<file path="config.mk">
export PLATFORM = sky130hd
export DESIGN_NAME = fixed_point_subtractor_flat
export DESIGN_NICKNAME = d
export VERILOG_FILES = /design/src/rtl/fixed_point_subtractor_if.sv /design/src/rtl/fixed_point_subtractor.sv /design/src/flat_wrapper.sv
export SDC_FILE = /design/constraint.sdc
export NUM_CORES = 1
export LEC_CHECK = 0
export ABC_AREA = 1
export ABC_CLOCK_PERIOD_IN_PS = 2500
export CORE_MARGIN = 2
export CORE_UTILIZATION = 52
export DETAILED_ROUTE_END_ITERATION = 10
export PLACE_DENSITY = 0.87
export REMOVE_ABC_BUFFERS = 1
export SYNTH_ARGS = -nofsm -noshare
export SYNTH_HDL_FRONTEND = slang
export SYNTH_SLANG_ARGS = --single-unit
</file>
<file path="constraint.sdc">
create_clock -name clk -period 2.5 [get_ports clk]
set_input_delay 0.25 -clock clk [delete_from_list [all_inputs] [get_ports clk]]
set_output_delay 0.25 -clock clk [all_outputs]
set_load 0.02 [all_outputs]
</file>
<file path="src/rtl/fixed_point_subtractor_if.sv">
// Operand/result handshake bundle for fixed_point_subtractor.
// master drives operands and out_ready; slave is the subtractor.
interface fixed_point_subtractor_if #(
  parameter int n1 = 8,
  parameter int m1 = 8,
  parameter int n2 = 8,
  parameter int m2 = 8
);
  localparam int MI = (n1 > n2) ? n1 : n2;
  localparam int MF = (m1 > m2) ? m1 : m2;
  localparam int W  = MI + MF + 1;

  logic [n1+m1-1:0] a;
  logic [n2+m2-1:0] b;
  logic             in_valid;
  logic             in_ready;
  logic [W-1:0]     diff;
  logic             neg;
  logic             zero;
  logic             out_valid;
  logic             out_ready;

  modport master (
    output a, b, in_valid, out_ready,
    input  in_ready, diff, neg, zero, out_valid
  );

  modport slave (
    input  a, b, in_valid, out_ready,
    output in_ready, diff, neg, zero, out_valid
  );
endinterface

</file>
<file path="src/rtl/fixed_point_subtractor.sv">
// Bit-serial a-b on binary-point-aligned unsigned operands, one result bit per clock.
// Optional FXSUB_SATURATE_EN floors negative results to zero on diff (neg/zero still exact).
module fixed_point_subtractor #(
  parameter int n1 = 8,
  parameter int m1 = 8,
  parameter int n2 = 8,
  parameter int m2 = 8
) (
  input  logic                     clk,
  input  logic                     rst,
  fixed_point_subtractor_if.slave  sub_if
);
  localparam int MI  = (n1 > n2) ? n1 : n2;
  localparam int MF  = (m1 > m2) ? m1 : m2;
  localparam int W   = MI + MF + 1;
  localparam int CW  = $clog2(W);
  localparam int SHA = MF - m1;
  localparam int SHB = MF - m2;
  localparam logic [CW-1:0] LAST = CW'(W - 1);

  typedef enum logic [1:0] {IDLE, SHIFT, DONE} state_t;

  state_t          state_q;
  logic [W-1:0]    a_q, b_q, res_q;
  logic            br_q;
  logic [CW-1:0]   cnt_q;
  logic [W-1:0]    diff_q;
  logic            neg_q, zero_q, out_valid_q;

  logic [W-1:0]    a_aln, b_aln;
  logic            d_bit, br_d;
  logic [W-1:0]    res_d, diff_d;

  // Zero-extend first, then shift, so the top bit of W stays clear for the sign.
  assign a_aln = {{(W-n1-m1){1'b0}}, sub_if.a} << SHA;
  assign b_aln = {{(W-n2-m2){1'b0}}, sub_if.b} << SHB;

  always_comb begin
    d_bit = a_q[0] ^ b_q[0] ^ br_q;
    br_d  = (~a_q[0] & b_q[0]) | (~(a_q[0] ^ b_q[0]) & br_q);
    res_d = {d_bit, res_q[W-1:1]};
`ifdef FXSUB_SATURATE_EN
    diff_d = res_d[W-1] ? '0 : res_d;
`else
    diff_d = res_d;
`endif
  end

  always_ff @(posedge clk or posedge rst) begin
    if (rst) begin
      state_q     <= IDLE;
      a_q         <= '0;
      b_q         <= '0;
      res_q       <= '0;
      br_q        <= 1'b0;
      cnt_q       <= '0;
      diff_q      <= '0;
      neg_q       <= 1'b0;
      zero_q      <= 1'b0;
      out_valid_q <= 1'b0;
    end else begin
      case (state_q)
        IDLE: begin
          if (sub_if.in_valid) begin
            a_q     <= a_aln;
            b_q     <= b_aln;
            br_q    <= 1'b0;
            cnt_q   <= '0;
            state_q <= SHIFT;
          end
        end
        SHIFT: begin
          a_q   <= a_q >> 1;
          b_q   <= b_q >> 1;
          res_q <= res_d;
          br_q  <= br_d;
          cnt_q <= cnt_q + CW'(1);
          // Last bit lands in res_d this cycle, so outputs load from it directly.
          if (cnt_q == LAST) begin
            diff_q      <= diff_d;
            neg_q       <= res_d[W-1];
            zero_q      <= (res_d == '0);
            out_valid_q <= 1'b1;
            state_q     <= DONE;
          end
        end
        DONE: begin
          if (sub_if.out_ready) begin
            out_valid_q <= 1'b0;
            state_q     <= IDLE;
          end
        end
        default: state_q <= IDLE;
      endcase
    end
  end

  assign sub_if.in_ready  = (state_q == IDLE);
  assign sub_if.diff      = diff_q;
  assign sub_if.neg       = neg_q;
  assign sub_if.zero      = zero_q;
  assign sub_if.out_valid = out_valid_q;
endmodule
</file>
<file path="src/flat_wrapper.sv">
// flat-port wrapper written by rule: the top's interface ports become plain ports
module fixed_point_subtractor_flat 
#(
  parameter int n1 = 8,
  parameter int m1 = 8,
  parameter int n2 = 8,
  parameter int m2 = 8
)
  (clk, rst, sub_if_a, sub_if_b, sub_if_in_valid, sub_if_out_ready, sub_if_in_ready, sub_if_diff, sub_if_neg, sub_if_zero, sub_if_out_valid);
  fixed_point_subtractor_if #(.n1(n1), .m1(m1), .n2(n2), .m2(m2)) sub_if_i ();
  input  logic clk;
  input  logic rst;
  input wire logic [$bits(sub_if_i.a)-1:0] sub_if_a;
  input wire logic [$bits(sub_if_i.b)-1:0] sub_if_b;
  input wire logic [$bits(sub_if_i.in_valid)-1:0] sub_if_in_valid;
  input wire logic [$bits(sub_if_i.out_ready)-1:0] sub_if_out_ready;
  output wire logic [$bits(sub_if_i.in_ready)-1:0] sub_if_in_ready;
  output wire logic [$bits(sub_if_i.diff)-1:0] sub_if_diff;
  output wire logic [$bits(sub_if_i.neg)-1:0] sub_if_neg;
  output wire logic [$bits(sub_if_i.zero)-1:0] sub_if_zero;
  output wire logic [$bits(sub_if_i.out_valid)-1:0] sub_if_out_valid;
  assign sub_if_i.a = sub_if_a;
  assign sub_if_i.b = sub_if_b;
  assign sub_if_i.in_valid = sub_if_in_valid;
  assign sub_if_i.out_ready = sub_if_out_ready;
  assign sub_if_in_ready = sub_if_i.in_ready;
  assign sub_if_diff = sub_if_i.diff;
  assign sub_if_neg = sub_if_i.neg;
  assign sub_if_zero = sub_if_i.zero;
  assign sub_if_out_valid = sub_if_i.out_valid;
  fixed_point_subtractor #(.n1(n1), .m1(m1), .n2(n2), .m2(m2)) u_core (.clk(clk), .rst(rst), .sub_if(sub_if_i));
endmodule
</file>
==> impl_metrics.json, run 1 <==
{
  "reg2reg_depth": 6,
  "die_area_sq_um": 6700,
  "cts_tree": "done",
  "cp_num_buf_inv": 2,
  "core-area_sq_um": 5890,
  "clkTransAtPathRegs_ps": 70,
  "drc": 0,
  "gp_congestion": 0.801,
  "path_class": "reg -> reg",
  "yosys_warnings": 0,
  "worstPathArrival_ps": 2120,
  "yosysUniqueCellTypes": 20,
  "synthesis.area_sq_um": 3150,
  "crit_fanout": 33,
  "endpoint_kind": "register",
  "tightestPinTransition_ps": 506,
  "rows": 28,
  "synth_seq_cells": 75,
  "setup_violations": 0,
  "crit_path_frequent_cell": "nand2_1",
  "drv_slew": 0,
  "die_h_um": 81.8,
  "ir_drop_v": 0.000540,
  "clock_sinks": 75,
  "grt_max_degree": 76,
  "fin_util": 0.669,
  "vias": 2511,
  "final_common_cell": "nand2_1",
  "finalHoldViolCount": 0,
  "first_pass_iters": 4,
  "die_width_um": 81.8,
  "grt_pass1_wl_um": 10100,
  "status": "finished clean",
  "max_cap_viol_count": 0,
  "overflow": 0,
  "dr.first_iter.drc_count": 171,
  "syn_inst": 365,
  "port_buffers": 56,
  "slowest_delay_ps": 440,
  "seq_area_frac_synth": 0.596,
  "fin_area_sq_um": 3940,
  "hold_buffers": 0,
  "ant_nets": 0,
  "io_pins": 57,
  "syn_avg_cell_area_sq_um": 8.63,
  "worst_path_max_delay_cell": "inv_2",
  "drt_wl_total_um": 5830,
  "p_leak_nw": 1.86,
  "rsz0062_at_grt": "no",
  "antenna-diode-count": 0,
  "initial_core_util": 0.535,
  "syn2layout_area_growth_pct": 25.1,
  "crit_required_ps": 2770,
  "grt_usage": 0.196,
  "post_cts_buffers": 0,
  "period_needed_ps": 1840,
  "period_share": 0.737,
  "mostFrequentLayoutCells": "nand2_1, dfrtp_1, clkdlybuf4s50_1",
  "power.density_nw_per_um2": 1100,
  "fmax_mhz": 543,
  "drive_gt1_frac": 0.0569,
  "timing.final.ws_setup_ps": 657,
  "cts-root-buf": "clkbuf_8",
  "cts_inserted_buffers": 9,
  "hold_ws_ps": 298,
  "pre_cts_ws_ps": 694,
  "htree_levels": 3,
  "viasPerCell": 5.05,
  "start_kind": "register",
  "cts.repair.resized": 0,
  "hpwlAfterDp_um": 3980,
  "clk_path_buf_depth": 2,
  "fin_nets": 457,
  "antenna_found_initial": 0,
  "cp_top_family": "simple AND/OR/NAND/NOR gates",
  "total_power_mw": 4.34,
  "crit_chain": "inv_1, nand2_2, nand2_1, inv_2, nand2_1, nand3_1",
  "hold_class": "in -> async",
  "postPlaceCellArea_sq_um": 3750,
  "max_slew_margin": 0.662,
  "grt_pass1_vias": 2366,
  "routedWlPerCell_um": 11.7,
  "fin_worst_skew_ps": 7.29,
  "insertion_delay_ps": 340,
  "cp.depth": 6
}
[worst register-to-register path, cell delays in order (launching register included)]
cell and delay [ps]:
dfrtp_1 410, inv_1 100, nand2_2 380, nand2_1 240, inv_2 440, nand2_1 120
nand3_1 90
[cells in the mapped netlist]
library cell / number / area (sq um)
buf_4: 3 / 22.5
a21o_1: 1 / 7.51
nor2_2: 2 / 12.5
fa_1: 1 / 20.0
o31ai_1: 1 / 7.51
nor2_1: 10 / 37.5
dfrtp_1: 75 / 1880
nand3_1: 35 / 175
inv_2: 2 / 7.51
clkbuf_1: 3 / 11.3
ha_1: 2 / 25.0
nand2_2: 1 / 6.26
o21ai_1: 17 / 85.1
buf_6: 1 / 11.3
inv_1: 24 / 90.1
buf_2: 11 / 55.1
nand4_1: 3 / 18.8
nand2_1: 150 / 563
o21ai_0: 22 / 110
o211ai_1: 1 / 7.51
[cell families (layout without fill, tap and decap cells)]
logic type,after synthesis,in the layout,synth area share
AND/OR/NAND/NOR,201,201,0.258
flip-flops,75,75,0.596
buffers and inverters,44,101,0.0627
adder cells (fa/ha/maj),3,3,0.0143
AO/OA/AOI/OAI,42,42,0.0691
[worst paths after layout]
path                                    startpoint            endpoint  slack, ps
worst max-delay path             u_core.state_q[1]       u_core.a_q[2]        660
worst max register to register   u_core.state_q[1]       u_core.a_q[2]        660
max in group asynchronous                      rst     u_core.cnt_q[3]       1890
worst min register to register  u_core.sub_if.zero  u_core.sub_if.zero        480
worst min-delay path                           rst       u_core.a_q[9]        300
min in group clk                      sub_if_b[15]      u_core.b_q[15]        450
[sequential cells by signal, summed over array words and instances (netlist names)]
| name | flops |
|---|---|
| u_core.b_q | 16 |
| u_core.sub_if.out_valid | 1 |
| u_core.state_q | 2 |
| u_core.cnt_q | 5 |
| u_core.sub_if.zero | 1 |
| u_core.sub_if.neg | 1 |
| u_core.sub_if.diff | 16 |
| u_core.a_q | 16 |
| u_core.res_q | 16 |
| u_core.br_q | 1 |
[per-layer routing]
metal | share of wire | wire, um | global-route usage
met1 | 0.45 | 2630 | 0.246
met2 | 0.49 | 2840 | 0.323
met3 | 0.047 | 272 | 0.0659
met4 | 0.015 | 87 | 0.0633
met5 | 0 | 0 | 0
[metrics by stage]
step	TNS, ps	std cells
finish	0	497
global route	0	497
CTS	0	497
detailed placement	0	482
global placement	0	482
floorplan	-1390	347
[area by class of cell]
type | count | area, sq um
Inverter | 26 | 97.6
Fill cell | 502 | 1950
Multi-Input combinational cell | 246 | 1080
Timing Repair Buffer | 60 | 603
Clock buffer | 11 | 141
Tap cell | 75 | 93.8
Sequential cell | 75 | 1880
Clock inverter | 4 | 51.3
[report_power, final]
group	switching, mW	internal (mW)	leakage [nW]
Sequential	0.283	1.67	0.975
Combinational	0.864	0.622	0.794
Clock	0.417	0.483	0.0954
Power figures use the tool's default switching activity.
==> run 2, diff against run 1 <==
- ABC_CLOCK_PERIOD_IN_PS: 2500 -> 1700
- clock period: 2.5 -> 1.7 ns (I/O delays scaled with it)
==> run 2 against run 1 <==
Effect of this change:
- cell count increased by 0.40%
- non-clock buffer count increased by 1
- core utilization rose by 1.1 points
- critical path depth fell by 4
- worst setup slack worse by 600 ps
- sequential share of layout area shrank 0.79 points
- flip-flop and latch count is the same
- routed wire length increased by 6.3%
- via count rose by 2.2%
- count of clock-buffer cells in the layout stayed put
- clock skew is 0.71 ps lower
- critical path type is now reg -> out
==> impl_metrics.json, run 2 (synthesis results as in run 1) <==
{
  "place_inst": 483,
  "antenna_found_initial": 0,
  "max_slew_margin": 0.645,
  "max_cap_viol_count": 0,
  "cts-root-buf": "clkbuf_8",
  "routedWlPerCell_um": 12.4,
  "antenna-diode-count": 0,
  "insertion_delay_ps": 340,
  "power.density_nw_per_um2": 1660,
  "total_power_mw": 6.65,
  "hold_buffers": 0,
  "worstPathArrival_ps": 1470,
  "drive_gt1_frac": 0.0637,
  "cts_inserted_buffers": 9,
  "status": "finished clean",
  "grt_max_degree": 76,
  "seq_area_sq_um": 1880,
  "overflow": 0,
  "io_pins": 57,
  "grt_pass1_wl_um": 10600,
  "die_h_um": 81.8,
  "clkTransAtPathRegs_ps": 70,
  "drv_slew": 0,
  "drc": 0,
  "dr.first_iter.drc_count": 112,
  "cts.repair.resized": 0,
  "timing.final.ws_setup_ps": 55.7,
  "setup_violations": 0,
  "gp_congestion": 0.773,
  "initial_core_util": 0.535,
  "period_needed_ps": 1640,
  "finalHoldViolCount": 0,
  "core-area_sq_um": 5890,
  "mostFrequentLayoutCells": "nand2_1, dfrtp_1, clkdlybuf4s50_1",
  "endpoint_kind": "primary output",
  "pre_cts_ws_ps": 162,
  "first_pass_iters": 4,
  "die_area_sq_um": 6700,
  "hold_ws_ps": 217,
  "hpwlAfterDp_um": 4050,
  "stdcell_count": 499,
  "p_leak_nw": 1.90,
  "cts_tree": "done",
  "final_common_cell": "nand2_1",
  "start_kind": "register",
  "hold_class": "in -> async",
  "port_buffers": 56,
  "fillers": 468,
  "tightestPinTransition_ps": 532,
  "post_cts_buffers": 0,
  "syn2layout_area_growth_pct": 27.2,
  "ant_nets": 0,
  "ir_drop_v": 0.000813,
  "htree_levels": 3,
  "drt_wl_total_um": 6200,
  "fin_worst_skew_ps": 6.57,
  "crit_fanout": 4,
  "rsz0062_at_grt": "no",
  "grt_usage": 0.210,
  "die_width_um": 81.8,
  "crit_required_ps": 1530,
  "fmax_mhz": 608,
  "period_share": 0.967,
  "clk_path_buf_depth": 2,
  "multi_input_area_sq_um": 1080,
  "viasPerCell": 5.14,
  "fin_nets": 458,
  "grt_pass1_vias": 2481,
  "rows": 28,
  "clock_sinks": 75,
  "path_class": "reg -> out",
  "vias": 2567
}
[run 2: cell type report]
type | count | area share
sequential | 75 | 0.468
multi-input combinational | 246 | 0.269
inverter | 26 | 0.0244
clock inverter | 5 | 0.0187
clock buffer | 11 | 0.0378
timing repair buffer | 61 | 0.159
tap | 75 | 0.0234
[run 2: metrics by stage]
| stage | area (sq um) | util | TNS, ps |
|---|---|---|---|
| floorplan | 3050 | - | -52200 |
| global placement | 3780 | 0.642 | 0 |
| detailed placement | 3780 | 0.642 | 0 |
| CTS | 4010 | 0.681 | 0 |
| global route | 4010 | 0.681 | 0 |
| finish | 4010 | 0.681 | 0 |
[run 2: worst paths after layout]
check | from | end | slack, ps | depth (start not counted)
hold / removal | rst | u_core.res_q[4] | 220 | 3
max in group asynchronous | rst | u_core.sub_if.diff[7] | 1170 | 3
hold reg to reg | u_core.b_q[15] | u_core.b_q[15] | 480 | 2
setup reg to reg | u_core.state_q[1] | u_core.a_q[8] | 220 | 6
setup / recovery | u_core.state_q[0] | sub_if_in_ready | 60 | 2
min in group clk | sub_if_b[15] | u_core.b_q[15] | 380 | 3
[run 2: report_power, final]
part	switching, mW	internal (mW)	total, mW	leakage (nW)
Clock	0.609	0.899	1.51	0.119
Combinational	1.31	0.947	2.26	0.809
Sequential	0.424	2.46	2.88	0.975
[run 2: per-layer routing]
layer / part of all wire / wire length, um / up-vias / global-route usage
met3: 0.059 / 365 / 10 / 0.0505
met1: 0.42 / 2580 / 1210 / 0.249
met5: 0 / 0 / - / 0
li1: - / - / 1265 / -
met4: 0.015 / 91 / 0 / 0.0867
met2: 0.51 / 3160 / 82 / 0.367
[run 2: worst max-delay path, stage by stage (launching register included)]
cell	delay, ps
dfrtp_1	420
nor2_1	120
clkdlybuf4s50_1	600
==> run 3, diff against run 2 <==
- CELL_PAD_IN_SITES_DETAIL_PLACEMENT: not set -> 1
- CELL_PAD_IN_SITES_GLOBAL_PLACEMENT: not set -> 1
- CORE_UTILIZATION: 52 -> 39
==> run 3 against run 2 <==
Effect of this change:
- global-route usage down 2.9 points
- sequential power is essentially flat
- clock skew increased by 2.7 ps
- non-clock buffer count is 1 higher
- count of clock-buffer cells in the layout increased by 1
- clock power rose by 11%
- via count rose by 2.0%
- flip-flop and latch count did not move
- core utilization fell by 16 points
- critical endpoint is now sub_if_neg
- critical path type unchanged
- die area is 32% higher
- first-iteration DRC count shrank 13%
- combinational power about the same
==> impl_metrics.json, run 3 (synthesis results as in run 1) <==
{
  "fmax_mhz": 653,
  "finalSetupTns_ps": 0,
  "endpoint_kind": "primary output",
  "cp_top_family": "buffers and inverters",
  "grt_pass1_vias": 2769,
  "cts-root-buf": "clkbuf_8",
  "met3_length_um": 292,
  "period_share": 0.900,
  "fin_nets": 459,
  "hpwlAfterDp_um": 4710,
  "clk_path_buf_depth": 2,
  "post_cts_buffers": 0,
  "drive_gt1_frac": 0.0612,
  "hold_class": "in -> async",
  "fin_util": 0.524,
  "core-area_sq_um": 7770,
  "syn2layout_area_growth_pct": 29.1,
  "wl_met2_um": 3610,
  "seq_area_sq_um": 1880,
  "initial_core_util": 0.406,
  "viasPerCell": 4.97,
  "power.density_nw_per_um2": 1690,
  "place_inst": 511,
  "insertion_delay_ps": 350,
  "worst_path_max_delay_cell": "clkdlybuf4s50_1",
  "grt_usage": 0.181,
  "fin_area_sq_um": 4070,
  "drt_wl_total_um": 7210,
  "drc": 0,
  "io_pins": 57,
  "multi_input_area_sq_um": 1080,
  "tightestPinTransition_ps": 539,
  "fin_worst_skew_ps": 9.28,
  "antenna_found_initial": 0,
  "slowest_delay_ps": 620,
  "final_common_cell": "nand2_1",
  "crit_chain": "clkdlybuf4s50_1",
  "cp_num_buf_inv": 1,
  "ant_nets": 0,
  "p_leak_nw": 1.92,
  "hold_ws_ps": 202,
  "crit_required_ps": 1530,
  "mostFrequentLayoutCells": "nand2_1, dfrtp_1, clkdlybuf4s50_1",
  "htree_levels": 3,
  "grt_pass1_wl_um": 12500,
  "die_area_sq_um": 8810,
  "hold_buffers": 0,
  "setup_violations": 0,
  "ir_drop_v": 0.000585,
  "port_buffers": 56,
  "pre_cts_ws_ps": 225,
  "top_layer": "met4",
  "die_h_um": 93.9,
  "rows": 32,
  "routedWlPerCell_um": 13.7,
  "cts_tree": "done",
  "finalHoldViolCount": 0,
  "path_class": "reg -> out",
  "rsz0062_at_grt": "no",
  "first_pass_iters": 4,
  "drv_slew": 0,
  "max_slew_margin": 0.640,
  "drt-met1-wl_um": 3160,
  "max_cap_viol_count": 0,
  "period_needed_ps": 1530,
  "clkTransAtPathRegs_ps": 80,
  "fillers": 909,
  "postPlaceCellArea_sq_um": 3820,
  "timing.final.ws_setup_ps": 170,
  "gp_congestion": 0.766,
  "die_width_um": 93.9,
  "cts.repair.resized": 0,
  "antenna-diode-count": 0,
  "worstPathArrival_ps": 1360,
  "total_power_mw": 6.86,
  "cts_inserted_buffers": 9,
  "grt_max_degree": 76,
  "status": "finished clean",
  "stdcell_count": 527,
  "clock_sinks": 75,
  "start_kind": "register",
  "overflow": 0,
  "dr.first_iter.drc_count": 97,
  "vias": 2619,
  "crit_fanout": 3
}
run 3: changes by cell type in the layout (fill, tap and decap cells not counted), sizes merged:
| cell | before | now |
|---|---|---|
| buf | 5 | 6 |
| bufinv | 2 | 3 |
| clkbuf | 11 | 12 |
| clkdlybuf4s50 | 56 | 55 |
| clkinv | 3 | 0 |
| clkinvlp | 0 | 1 |
| dlymetal6s2s | 0 | 1 |
run 3: power by group:
part	switching [mW]	total (mW)	internal, mW
registers	0.434	2.89	2.46
logic	1.34	2.29	0.951
clock network	0.657	1.67	1.02
total	2.43	6.86	4.42
run 3: final timing paths:
check | cells past startpoint | startpoint | slack, ps | endpoint
setup / recovery | 1 | u_core.sub_if.neg | 170 | sub_if_neg
hold / removal | 3 | rst | 200 | u_core.res_q[3]
setup reg to reg | 7 | u_core.b_q[0] | 240 | u_core.sub_if.zero
hold reg to reg | 2 | u_core.b_q[15] | 480 | u_core.b_q[15]
max in group asynchronous | 3 | rst | 1140 | u_core.b_q[9]
min in group clk | 3 | sub_if_a[15] | 370 | u_core.a_q[15]
run 3: per-layer routing:
layer  global-route usage  vias up
met1                0.216     1282
met5                    0        -
met4               0.0930        0
met2                0.304       66
met3               0.0433       13
li1                     -     1258
run 3: cell type report:
class / instances / area share
sequential: 75 / 0.462
multi-input combinational: 246 / 0.265
tap: 102 / 0.0314
clock inverter: 4 / 0.0240
timing repair buffer: 62 / 0.159
inverter: 26 / 0.0240
clock buffer: 12 / 0.0357
